===== config.mk =====
export PLATFORM = sky130hd
export DESIGN_NAME = seq_barr_2
export DESIGN_NICKNAME = d
export VERILOG_FILES = /design/src/rtl/barr_pkg.sv /design/src/rtl/fila_matr.sv /design/src/rtl/seq_barr_2.sv
export SDC_FILE = /design/constraint.sdc
export NUM_CORES = 1
export LEC_CHECK = 0
export ABC_AREA = 1
export BUFFER_PORTS_ARGS = -buffer_cell sky130_fd_sc_hd__buf_2
export CAP_MARGIN = 20
export CORE_MARGIN = 5
export CORE_UTILIZATION = 24
export CTS_CLUSTER_DIAMETER = 50
export DETAILED_ROUTE_END_ITERATION = 7
export PLACE_DENSITY = 0.42
export SLEW_MARGIN = 20
export SYNTH_ARGS = -nofsm -noshare
export SYNTH_HDL_FRONTEND = slang
export SYNTH_SLANG_ARGS = --single-unit

===== constraint.sdc =====
create_clock -name clk -period 5.6 [get_ports clk]
set_clock_uncertainty 0.05 [all_clocks]
set_input_delay 0.84 -clock clk [delete_from_list [all_inputs] [get_ports clk]]
set_output_delay 0.84 -clock clk [all_outputs]
set_load 0.01 [all_outputs]

===== src/rtl/barr_pkg.sv =====
// Shared definitions for the barrier sequencers.
//   estado_t             : sequencer FSM states
//   MATR_W_DEF           : default licence-plate width
//   CNT_W_DEF            : default cycle-counter width
//   TIMEOUT_ABERTA_DEF   : default max open cycles without a passage
package barr_pkg;

  typedef enum logic [1:0] {
    ESPERA = 2'd0,
    ABERTA = 2'd1,
    FECHO  = 2'd2
  } estado_t;

  localparam int unsigned MATR_W_DEF         = 24;
  localparam int unsigned CNT_W_DEF          = 7;
  localparam int unsigned TIMEOUT_ABERTA_DEF = 100;

endpackage


===== src/rtl/fila_matr.sv =====
// Synchronous plate FIFO, DEPTH x MATR_W, pointers one bit wider than the
// address so full and empty are distinguishable.
//   clk, rst_n : clock, asynchronous active-low reset
//   wr_data    : plate to enqueue
//   wr_en      : enqueue request (dropped when full)
//   rd_en      : dequeue request (ignored when empty)
//   rd_data    : head of the queue
//   vazia      : queue empty
//   cheia      : queue full (registered)
//   descarte   : one-cycle pulse after a write was dropped on a full queue
module fila_matr #(
  parameter int unsigned DEPTH  = 4,
  parameter int unsigned MATR_W = 24
) (
  input  logic              clk,
  input  logic              rst_n,
  input  logic [MATR_W-1:0] wr_data,
  input  logic              wr_en,
  input  logic              rd_en,
  output logic [MATR_W-1:0] rd_data,
  output logic              vazia,
  output logic              cheia,
  output logic              descarte
);

  localparam int unsigned AW = $clog2(DEPTH);
  localparam logic [AW:0] CNT_CHEIA = {1'b1, {AW{1'b0}}};

  logic [MATR_W-1:0] mem [DEPTH];
  logic [AW:0]       wr_ptr, rd_ptr;
  logic [AW:0]       wr_ptr_d, rd_ptr_d;
  logic              push, pop;

  // Full comes from the registered flag, so a write against a full queue is
  // refused even when a read frees a slot on the same edge.
  assign push  = wr_en & ~cheia;
  assign pop   = rd_en & ~vazia;
  assign vazia = (wr_ptr == rd_ptr);

  assign rd_data = mem[rd_ptr[AW-1:0]];

  always_comb begin
    wr_ptr_d = wr_ptr;
    rd_ptr_d = rd_ptr;
    if (push) wr_ptr_d = wr_ptr + 1'b1;
    if (pop)  rd_ptr_d = rd_ptr + 1'b1;
  end

  always_ff @(posedge clk or negedge rst_n) begin
    if (!rst_n) begin
      wr_ptr   <= '0;
      rd_ptr   <= '0;
      cheia    <= 1'b0;
      descarte <= 1'b0;
    end else begin
      wr_ptr   <= wr_ptr_d;
      rd_ptr   <= rd_ptr_d;
      cheia    <= ((wr_ptr_d - rd_ptr_d) == CNT_CHEIA);
      descarte <= wr_en & cheia;
    end
  end

  always_ff @(posedge clk) begin
    if (push) mem[wr_ptr[AW-1:0]] <= wr_data;
  end

endmodule


===== src/rtl/seq_barr_2.sv =====
// Upstream sequencer for barrier 2: queues plates, opens the barrier for one
// plate at a time and times the open (ABERTA) and closing (FECHO) windows.
//   clk, rst_n          : clock, asynchronous active-low reset
//   matr_in/_val        : plate from the reader and its one-cycle strobe
//   passagem            : car-passed sensor (level)
//   ciclos_fechado_cfg  : requested closing-window length
//   Matricula/MatrVal   : plate being served and its valid flag
//   conta_ciclos        : cycle count within ABERTA/FECHO
//   ciclos_fechado      : closing-window length latched on FECHO entry
//   aberta              : barrier open command
//   fila_cheia          : plate FIFO full
//   descartada          : pulse, plate dropped on a full FIFO
module seq_barr_2
  import barr_pkg::*;
#(
  parameter int unsigned DEPTH          = 4,
  parameter int unsigned MATR_W         = MATR_W_DEF,
  parameter int unsigned CNT_W          = CNT_W_DEF,
  parameter int unsigned TIMEOUT_ABERTA = TIMEOUT_ABERTA_DEF
) (
  input  logic              clk,
  input  logic              rst_n,
  input  logic [MATR_W-1:0] matr_in,
  input  logic              matr_in_val,
  input  logic              passagem,
  input  logic [CNT_W-1:0]  ciclos_fechado_cfg,
  output logic [MATR_W-1:0] Matricula,
  output logic              MatrVal,
  output logic [CNT_W-1:0]  conta_ciclos,
  output logic [CNT_W-1:0]  ciclos_fechado,
  output logic              aberta,
  output logic              fila_cheia,
  output logic              descartada
);

  localparam logic [CNT_W-1:0] LIM_ABERTA = CNT_W'(TIMEOUT_ABERTA - 1);

  estado_t           estado, prox_estado;
  logic [MATR_W-1:0] cabeca;
  logic              vazia;
  logic              pop;
  logic              latch_cfg;
  logic              fim_aberta, fim_fecho;
  logic [CNT_W-1:0]  conta_inc, conta_d;

  fila_matr #(
    .DEPTH  (DEPTH),
    .MATR_W (MATR_W)
  ) u_fila (
    .clk      (clk),
    .rst_n    (rst_n),
    .wr_data  (matr_in),
    .wr_en    (matr_in_val),
    .rd_en    (pop),
    .rd_data  (cabeca),
    .vazia    (vazia),
    .cheia    (fila_cheia),
    .descarte (descartada)
  );

  // Saturating increment: holds at all-ones instead of wrapping.
  assign conta_inc  = (conta_ciclos == '1) ? conta_ciclos : conta_ciclos + 1'b1;
  assign fim_aberta = passagem || (conta_ciclos == LIM_ABERTA);
  assign fim_fecho  = (conta_ciclos == ciclos_fechado);

  always_ff @(posedge clk or negedge rst_n) begin
    if (!rst_n) estado <= ESPERA;
    else        estado <= prox_estado;
  end

  always_comb begin
    prox_estado = estado;
    case (estado)
      ESPERA:  if (!vazia)    prox_estado = ABERTA;
      ABERTA:  if (fim_aberta) prox_estado = FECHO;
      FECHO:   if (fim_fecho)  prox_estado = ESPERA;
      default:                 prox_estado = ESPERA;
    endcase
  end

  always_comb begin
    pop       = 1'b0;
    latch_cfg = 1'b0;
    conta_d   = '0;
    case (estado)
      ESPERA: pop = !vazia;
      ABERTA: begin
        if (fim_aberta) latch_cfg = 1'b1;
        else            conta_d   = conta_inc;
      end
      FECHO:  if (!fim_fecho) conta_d = conta_inc;
      default: ;
    endcase
  end

  // aberta/MatrVal are decoded from the state register, so an async reset
  // drops them at once without passing through FECHO.
  assign aberta  = (estado == ABERTA);
  assign MatrVal = (estado != ESPERA);

  always_ff @(posedge clk or negedge rst_n) begin
    if (!rst_n) begin
      Matricula      <= '0;
      conta_ciclos   <= '0;
      ciclos_fechado <= '0;
    end else begin
      conta_ciclos <= conta_d;
      if (pop)       Matricula      <= cabeca;
      if (latch_cfg) ciclos_fechado <= ciclos_fechado_cfg;
    end
  end

endmodule


==> impl_metrics.tcl, run 1 <==
set metrics [dict create \
    dieWidth_um 167 \
    clock_sink_count 144 \
    finalMaxSlewViolations 0 \
    grt_overflow 0 \
    die_height_um 167 \
    core-area_um2 24400 \
    ctsHoldBuffers 0 \
    clk_path_buf_depth 2 \
    yosys_register_bits 144 \
    viasPerCell 4.24 \
    htree_levels 4 \
    yosys-mux-area-fraction 0.00168 \
    crit_type "flip-flop to flip-flop" \
    crit_slowest_cell "buf_4" \
    outcome "complete, no violations" \
    cp.required_ns 5.89 \
    initial_utilization 0.244 \
    max_stage_delay_ns 0.44 \
    final_layout_size_suffix_gt1_frac 0.193 \
    ir_worst_vdd_mv 0.217 \
    firstDrtPassIters 4 \
    synth_compound_area_frac 0.0974 \
    cellPowerDensity_nw_per_um2 570 \
    place_hpwl_um 9270 \
    syn_area_um2 5950 \
    yosys.area_share.simple 0.135 \
    drt-wirelength-per-cell_um 15.3 \
    antenna_found_initial 1 \
    drtIter0Drc 192 \
    relSlewSlack 0.536 \
    port_buffers 76 \
    ant_nets 0 \
    worst_slack_ns 2.67 \
    multi_input_area_um2 1620 \
    setup_violations 0 \
    vias 4034 \
    nets 661 \
    final-seq-area_um2 4080 \
    maxClockFrequency_mhz 341 \
    fin_crit_ns 2.93 \
    tightest_slew_ns 0.697 \
    finalWeightedCongestion 0.760 \
    synth_xor_area_frac 0.0116 \
    postSynthCellCount 532 \
    final.period_utilization 0.524 \
    cts_setup_buffers 0 \
    cellLeakagePower_nw 2.91 \
    yosysSeqAreaShare 0.687 \
    drc 0 \
    drv_cap 0 \
    cp_cell_sequence "buf_4, xnor2_2, nand3_4, nand2_4, nand2_1, o21ai_1, ha_1, nand2_1, nand2_1, inv_1, nand3_1, nand2_1, nand3_1, a21oi_1" \
    grt_pass1_wl_um 23100 \
    start_kind "flip-flop" \
    cp-end-kind "flip-flop" \
    grt_pass1_vias 4224 \
    totalWireLength_um 14500 \
    worstPathMaxFanout 51 \
    grt_max_degree 52 \
    final_hold_viol_count 0 \
    cts_root_buffer "clkbuf_16" \
    grtUsageTotal 0.106 \
    tns_ns 0 \
    ioPinCount 77 \
    dp_slack_ns 2.64 \
    holdCritPathClass "flip-flop to flip-flop" \
    synth_top_family_by_area "simple AND/OR/NAND/NOR gates" \
    path_common_cell "nand2_1" \
    worstSkewPairLatency_ns 0.42 \
    yosys.area.top_type_share 0.485 \
    ys_types 27 \
    syn-num-nets 579 \
    finalPower_mw 4.14 \
    syn2layout_area_growth_pct 22.2 \
    rsz0062_at_grt "false" \
    yosysWarnings 0 \
    synthTopCellsByArea "edfxtp_1, dfrtp_1, nor2_1, o21ai_0, nand2_1" \
    yosys.area_share.adder 0.0252 \
    placementRows 57 \
    n_fill_cell 2555 \
    cts.repair.resized 0 \
    syn-mean-instance-area_um2 11.2 \
    arrival_ns 3.23 \
    dieArea_um2 28000 \
    clkTransAtPathRegs_ns 0.07 \
    synth_top_area_cell "edfxtp_1" \
    cts_tree "yes" \
    cts_buffers 17 \
]
==> cells in the mapped netlist <==
master / n
buf_1: 1
a21oi_1: 31
dfrtp_1: 48
nand3_4: 1
nand3_1: 12
o21ai_1: 1
mux2i_1: 1
o21ai_0: 51
inv_2: 1
buf_4: 3
ha_1: 12
nor2_1: 118
xnor2_2: 1
nand2_1: 63
buf_6: 2
nand2_4: 1
buf_2: 6
xnor2_1: 1
xor2_1: 5
clkbuf_1: 10
o22ai_1: 24
a31oi_1: 1
a21boi_0: 1
nand3b_1: 1
edfxtp_1: 96
inv_1: 36
nand4_1: 4
==> path summary, 6_finish.rpt <==
path	endpoint	slack (ns)	startpoint	cells past startpoint
min in group asynchronous	u_fila.descarte	0.50	rst_n	2
worst min-delay path	Matricula[7]	0.45	Matricula[7]	2
max in group asynchronous	Matricula[13]	4.53	rst_n	2
worst max register to register	u_fila.cheia	2.67	u_fila.rd_ptr[0]	14
worst max-delay path	u_fila.cheia	2.67	u_fila.rd_ptr[0]	14
worst min register to register	Matricula[7]	0.45	Matricula[7]	2
==> layer usage <==
| layer | track usage | wire (um) | vias up |
|---|---|---|---|
| met4 | 0.0469 | 116 | 0 |
| li1 | - | - | 1993 |
| met2 | 0.171 | 7100 | 94 |
| met3 | 0.0224 | 595 | 8 |
| met5 | 0 | 0 | - |
| met1 | 0.138 | 6730 | 1939 |
==> state kept, by name (all words and copies together), names as in the netlist <==
name / flops
Matricula: 24
u_fila.mem: 96
conta_ciclos: 7
u_fila.rd_ptr: 3
ciclos_fechado: 7
estado: 2
u_fila.descarte: 1
u_fila.wr_ptr: 3
u_fila.cheia: 1
==> placed cells by master, fill, tap and decap left out, types with 9 or more instances in the layout <==
| master | instances |
|---|---|
| buf_4 | 9 |
| o22ai_1 | 24 |
| nand3_1 | 12 |
| buf_2 | 76 |
| inv_1 | 36 |
| a21oi_1 | 31 |
| clkbuf_16 | 17 |
| nor2_1 | 115 |
| nand2_1 | 63 |
| ha_1 | 12 |
| edfxtp_1 | 96 |
| o21ai_0 | 51 |
| dfrtp_1 | 48 |
==> power breakdown <==
part / total (mW) / internal [mW] / switching (mW)
clock network: 1.09 / 0.632 / 0.462
logic: 1.48 / 0.488 / 0.996
registers: 1.57 / 1.44 / 0.128
total: 4.14 / 2.56 / 1.59
==> logic make-up after synthesis <==
family	after synthesis
AOI/OAI and AO/OA	109
xor gates and xnor gates	7
adders and majority gates	12
buffers and inverters	59
DFF	144
muxes	1
and+or+nand+nor	200
==> worst max-delay path, delay by kind of cell, from the launching register on <==
kind / cells / cell delay, ns
and+or+nand+nor: 8 / 1.22
adders and majority gates: 1 / 0.27
DFF: 1 / 0.32
buffers and inverters: 2 / 0.50
xor gates and xnor gates: 1 / 0.20
AOI/OAI and AO/OA: 2 / 0.27
==> stage by stage <==
stage,hold slack (ns),cell area [um^2],std cells,utilization
2_1_floorplan,0.417,5950,532,-
3_3_place_gp,0.432,6690,919,0.274
3_5_place_dp,0.445,6690,919,0.274
4_1_cts,0.460,7260,951,0.298
5_1_grt,0.482,7270,952,0.298
6_report,0.449,7270,952,0.298
==> area by class of cell <==
type	instances	share of cell area
Tap cell	324	0.0558
Antenna cell	1	0.000344
Inverter	37	0.0191
Clock inverter	13	0.0177
Multi-Input combinational cell	329	0.222
Sequential cell	144	0.562
Timing Repair Buffer	85	0.0616
Clock buffer	19	0.0610
Power figures use the tool's default switching activity.
==> run 2, diff against run 1 <==
ABC_AREA = 0   (was 1)
clock period = 2.86 ns   (was 5.6 ns; I/O delays follow)
==> impl_metrics.tcl, run 2 <==
set metrics [dict create \
    ctsHoldBuffers 0 \
    diodes 0 \
    viasPerCell 4.08 \
    cts_setup_buffers 0 \
    vias 2965 \
    stdcell_area_um2 7120 \
    yosys.area.top_type_share 0.503 \
    cts_buffers 17 \
    cellLeakagePower_nw 2.72 \
    place_area_um2 6530 \
    yosys.cell_count.top_type "edfxtp_1" \
    cts_root_buffer "clkbuf_16" \
    final.period_utilization 0.767 \
    final_common_cell "edfxtp_1" \
    drt-wirelength-per-cell_um 16.7 \
    ant_nets 0 \
    clkTransAtPathRegs_ns 0.06 \
    clk_path_buf_depth 2 \
    placementRows 56 \
    dp_cells 695 \
    yosys-top-cells-count "edfxtp_1, dfrtp_1, mux2_2" \
    top_layer "met5" \
    drtIter0Drc 111 \
    worst_slack_ns 0.666 \
    tns_ns 0 \
    relSlewSlack 0.452 \
    totalWireLength_um 12100 \
    largest_reg_flops 96 \
    grt_overflow 0 \
    arrival_ns 2.45 \
    htree_levels 4 \
    mostFrequentLayoutCells "edfxtp_1, buf_2, dfrtp_1" \
    core-area_um2 23500 \
    syn_area_um2 5730 \
    n_fill_cell 2322 \
    yosys.area_share.simple 0.0301 \
    worstPathMaxFanout 26 \
    nets 442 \
    port_buffers 76 \
    wl_met2_um 5940 \
    dieWidth_um 165 \
    tightest_slew_ns 0.822 \
    start_kind "flip-flop" \
    dieArea_um2 27100 \
    outcome "complete, no violations" \
    yosys_register_bits 144 \
    worstSkewPairLatency_ns 0.42 \
    synth_edf_count 96 \
    ir_worst_vdd_mv 0.439 \
    clock_sink_count 144 \
    antenna_found_initial 1 \
    grt_pass1_wl_um 19000 \
    syn-mean-instance-area_um2 19.4 \
    utilization 0.304 \
    synth_flop_cell "edfxtp_1" \
    met1Wirelength_um 5390 \
    setup_violations 0 \
    max_stage_delay_ns 0.47 \
    place_hpwl_um 8170 \
    instances_no_fill 727 \
    finalMaxSlewViolations 0 \
    postSynthCellCount 296 \
    final_layout_size_suffix_gt1_frac 0.451 \
    holdCritPathClass "input port to asynchronous set/reset pin" \
    ys_types 37 \
    yosysWarnings 0 \
    dp_slack_ns 0.583 \
    fin_crit_ns 2.19 \
    synthArstFlopShare 0.333 \
    initial_utilization 0.244 \
    dr_wl_met3_um 628 \
    syn2layout_area_growth_pct 24.3 \
    rsz0062_at_grt "false" \
    yosys.area_share.adder 0.0262 \
    grtUsageTotal 0.0956 \
    cellPowerDensity_nw_per_um2 1110 \
    hold_slack_ns 0.0564 \
    firstDrtPassIters 5 \
    yosys-mux-area-fraction 0.160 \
    grt_pass1_vias 3359 \
    ioPinCount 77 \
    final_hold_viol_count 0 \
    cts_tree "yes" \
    finalWeightedCongestion 0.699 \
    crit_slowest_cell "buf_4" \
    finalPower_mw 7.94 \
    die_height_um 165 \
    yosysSeqAreaShare 0.713 \
    synthTopCellsByArea "edfxtp_1, dfrtp_1, mux4_2, mux2_2, ha_1" \
    syn-num-nets 343 \
    grt_max_degree 34 \
    synth_top_family_by_area "multiplexers" \
    cp_cell_sequence "buf_4, ha_1, mux2i_1, ha_1, nor2b_1, xnor2_1, xnor2_1, and3_1" \
    synth_compound_area_frac 0.0214 \
    cp-end-kind "flip-flop" \
    synth_top_area_cell "edfxtp_1" \
    cts.repair.resized 0 \
    drv_cap 0 \
    cp.required_ns 3.12 \
    drc 0 \
    maxClockFrequency_mhz 456 \
    crit_type "flip-flop to flip-flop" \
    synth_xor_area_frac 0.0301 \
]
==> run 2: cell types whose count changed after synthesis, sizes merged, moves of 28 or more <==
cell   delta
o21ai    -49
mux2     +31
inv      -28
nand2    -59
a21oi    -30
nor2    -111
==> run 2: cell families after synthesis <==
family,Yosys count
compound gates,14
xor+xnor,18
fa+ha+maj,12
buf+inv,18
flops,144
mux,58
simple gates,32
==> run 2: worst paths after layout <==
check | from | end | slack (ns) | depth (start not counted)
setup / recovery | u_fila.rd_ptr[0] | u_fila.cheia | 0.67 | 8
hold / removal | rst_n | ciclos_fechado[0] | 0.06 | 1
setup reg to reg | u_fila.rd_ptr[0] | u_fila.cheia | 0.67 | 8
hold reg to reg | Matricula[1] | Matricula[1] | 0.45 | 1
max in group asynchronous | rst_n | Matricula[23] | 1.93 | 2
min in group clk | matr_in[15] | u_fila.mem[2][15] | 0.17 | 1
==> run 2: cell type report <==
cell class              count  area, um^2  share of cell area
clock buffers              17         425              0.0597
clock inverters            15         165              0.0232
inverters                   9        33.8             0.00474
multi-input cells         134        1540               0.216
flip-flops and latches    144        4090               0.573
well taps                 319         399              0.0560
repair buffers             89         478              0.0671
==> run 2: critical path, delay by kind of cell (launching register included) <==
family                     cells  cell delay, ns
DFF                            1            0.38
buffers and inverters          1            0.47
and+or+nand+nor                2            0.23
muxes                          1            0.19
xor gates and xnor gates       2            0.26
adders and majority gates      2            0.50
==> run 2: layer usage <==
layer / up-vias / GRT usage
met2: 73 / 0.159
met3: 15 / 0.0319
met1: 1532 / 0.117
met4: 2 / 0.0318
met5: - / 0
li1: 1343 / -
==> run 2: power breakdown <==
part	total (mW)	switching (mW)	internal, mW
Clock	2.20	0.960	1.24
Sequential	3.10	0.272	2.83
Combinational	2.64	1.32	1.31
Total	7.94	2.55	5.38
==> run 3, diff against run 2 <==
clock period = 2.3 ns   (was 2.86 ns; I/O delays follow)
==> impl_metrics.tcl, run 3 (synthesis gave the netlist of run 2 again) <==
set metrics [dict create \
    ioPinCount 77 \
    worst_slack_ns 0.219 \
    final.period_utilization 0.905 \
    drv_cap 0 \
    fin_crit_ns 2.08 \
    syn2layout_area_growth_pct 24.3 \
    grtUsageTotal 0.0965 \
    rsz0062_at_grt "false" \
    port_buffers 76 \
    ant_nets 0 \
    multi_input_area_um2 1540 \
    setup_violations 0 \
    cts.repair.resized 0 \
    grt_pass1_wl_um 19100 \
    diodes 0 \
    cts_setup_buffers 0 \
    clock_sink_count 144 \
    start_kind "flip-flop" \
    holdCritPathClass "input port to asynchronous set/reset pin" \
    cts_buffers 17 \
    cp.required_ns 2.56 \
    final_hold_viol_count 0 \
    htree_levels 4 \
    initial_utilization 0.244 \
    drtIter0Drc 137 \
    placementRows 56 \
    drt-wirelength-per-cell_um 16.8 \
    n_fill_cell 2329 \
    instances_no_fill 727 \
    die_height_um 165 \
    tightest_slew_ns 0.712 \
    clkTransAtPathRegs_ns 0.06 \
    cts_root_buffer "clkbuf_16" \
    utilization 0.303 \
    worstSkewPairLatency_ns 0.41 \
    maxClockFrequency_mhz 480 \
    mostFrequentLayoutCells "edfxtp_1, buf_2, dfrtp_1" \
    grt_overflow 0 \
    cp-end-kind "flip-flop" \
    worstPathMaxFanout 5 \
    totalWireLength_um 12200 \
    dp_cells 695 \
    cellPowerDensity_nw_per_um2 1380 \
    cts_tree "yes" \
    finalMaxSlewViolations 0 \
    startpoint "u_fila.wr_ptr[0]" \
    tns_ns 0 \
    largest_reg_flops 96 \
    dp_slack_ns 0.188 \
    viasPerCell 3.99 \
    antenna_found_initial 1 \
    drc 0 \
    ir_worst_vdd_mv 0.517 \
    grt_pass1_vias 3260 \
    arrival_ns 2.34 \
    ctsHoldBuffers 0 \
    grt_max_degree 49 \
    dieArea_um2 27100 \
    cellLeakagePower_nw 2.72 \
    vias 2903 \
    clk_path_buf_depth 2 \
    timing.rr.start "u_fila.wr_ptr[0]" \
    nets 442 \
    relSlewSlack 0.526 \
    place_hpwl_um 7830 \
    outcome "complete, no violations" \
    core-area_um2 23500 \
    finalWeightedCongestion 0.704 \
    final-seq-area_um2 4090 \
    dieWidth_um 165 \
    final_common_cell "edfxtp_1" \
    final_layout_size_suffix_gt1_frac 0.449 \
    firstDrtPassIters 4 \
    crit_type "flip-flop to flip-flop" \
]
-- run 3: cell count changes in the layout (fill, tap and decap cells not counted), sizes merged --
cell and change:
clkbuf +1, clkinvlp -1
-- run 3: path summary, 6_finish.rpt --
kind	to	slack [ns]	cells past startpoint
max	u_fila.cheia	0.22	9
min	ciclos_fechado[6]	0.02	2
max reg2reg	u_fila.cheia	0.22	9
min reg2reg	Matricula[1]	0.45	1
max in group asynchronous	u_fila.rd_ptr[0]	1.67	2
min in group clk	u_fila.mem[0][7]	0.09	1
-- run 3: per-stage QoR --
| stage | hold WS (ns) | power (mW) | instance area [um^2] |
|---|---|---|---|
| 6_report | 0.0226 | 9.83 | 7120 |
| 5_1_grt | 0.0667 | 10.5 | 7120 |
| 4_1_cts | 0.0374 | 10.1 | 7120 |
| 3_5_place_dp | 0.433 | 7.31 | 6550 |
| 3_3_place_gp | 0.429 | 7.29 | 6550 |
| 2_1_floorplan | -0.000591 | 6.25 | 5730 |
-- run 3: cell type report --
type / instances / share of cell area
clock inverter: 14 / 0.0206
multi-input combinational: 134 / 0.216
sequential: 144 / 0.574
inverter: 9 / 0.00474
timing repair buffer: 89 / 0.0689
tap: 319 / 0.0560
clock buffer: 18 / 0.0603
-- run 3: power breakdown --
part | switching (mW) | internal [mW]
Clock | 1.16 | 1.53
Sequential | 0.356 | 3.52
Combinational | 1.62 | 1.65
Total | 3.14 | 6.70
-- run 3: per-layer routing --
layer  vias up  GRT usage  wire [um]
li1       1339          -          -
met1      1477      0.117       5380
met2        69      0.159       6000
met3        16     0.0352        671
met4         2     0.0352        174
met5         -          0         11
-- run 3: critical path, stage by stage (launching register included) --
cell and delay, ns:
dfrtp_1 0.46, xnor2_2 0.22, nand2_2 0.10, o21ai_4 0.21, mux2i_1 0.27, ha_1 0.18
nor2b_1 0.05, xnor2_1 0.13, xnor2_1 0.13, and3_1 0.18
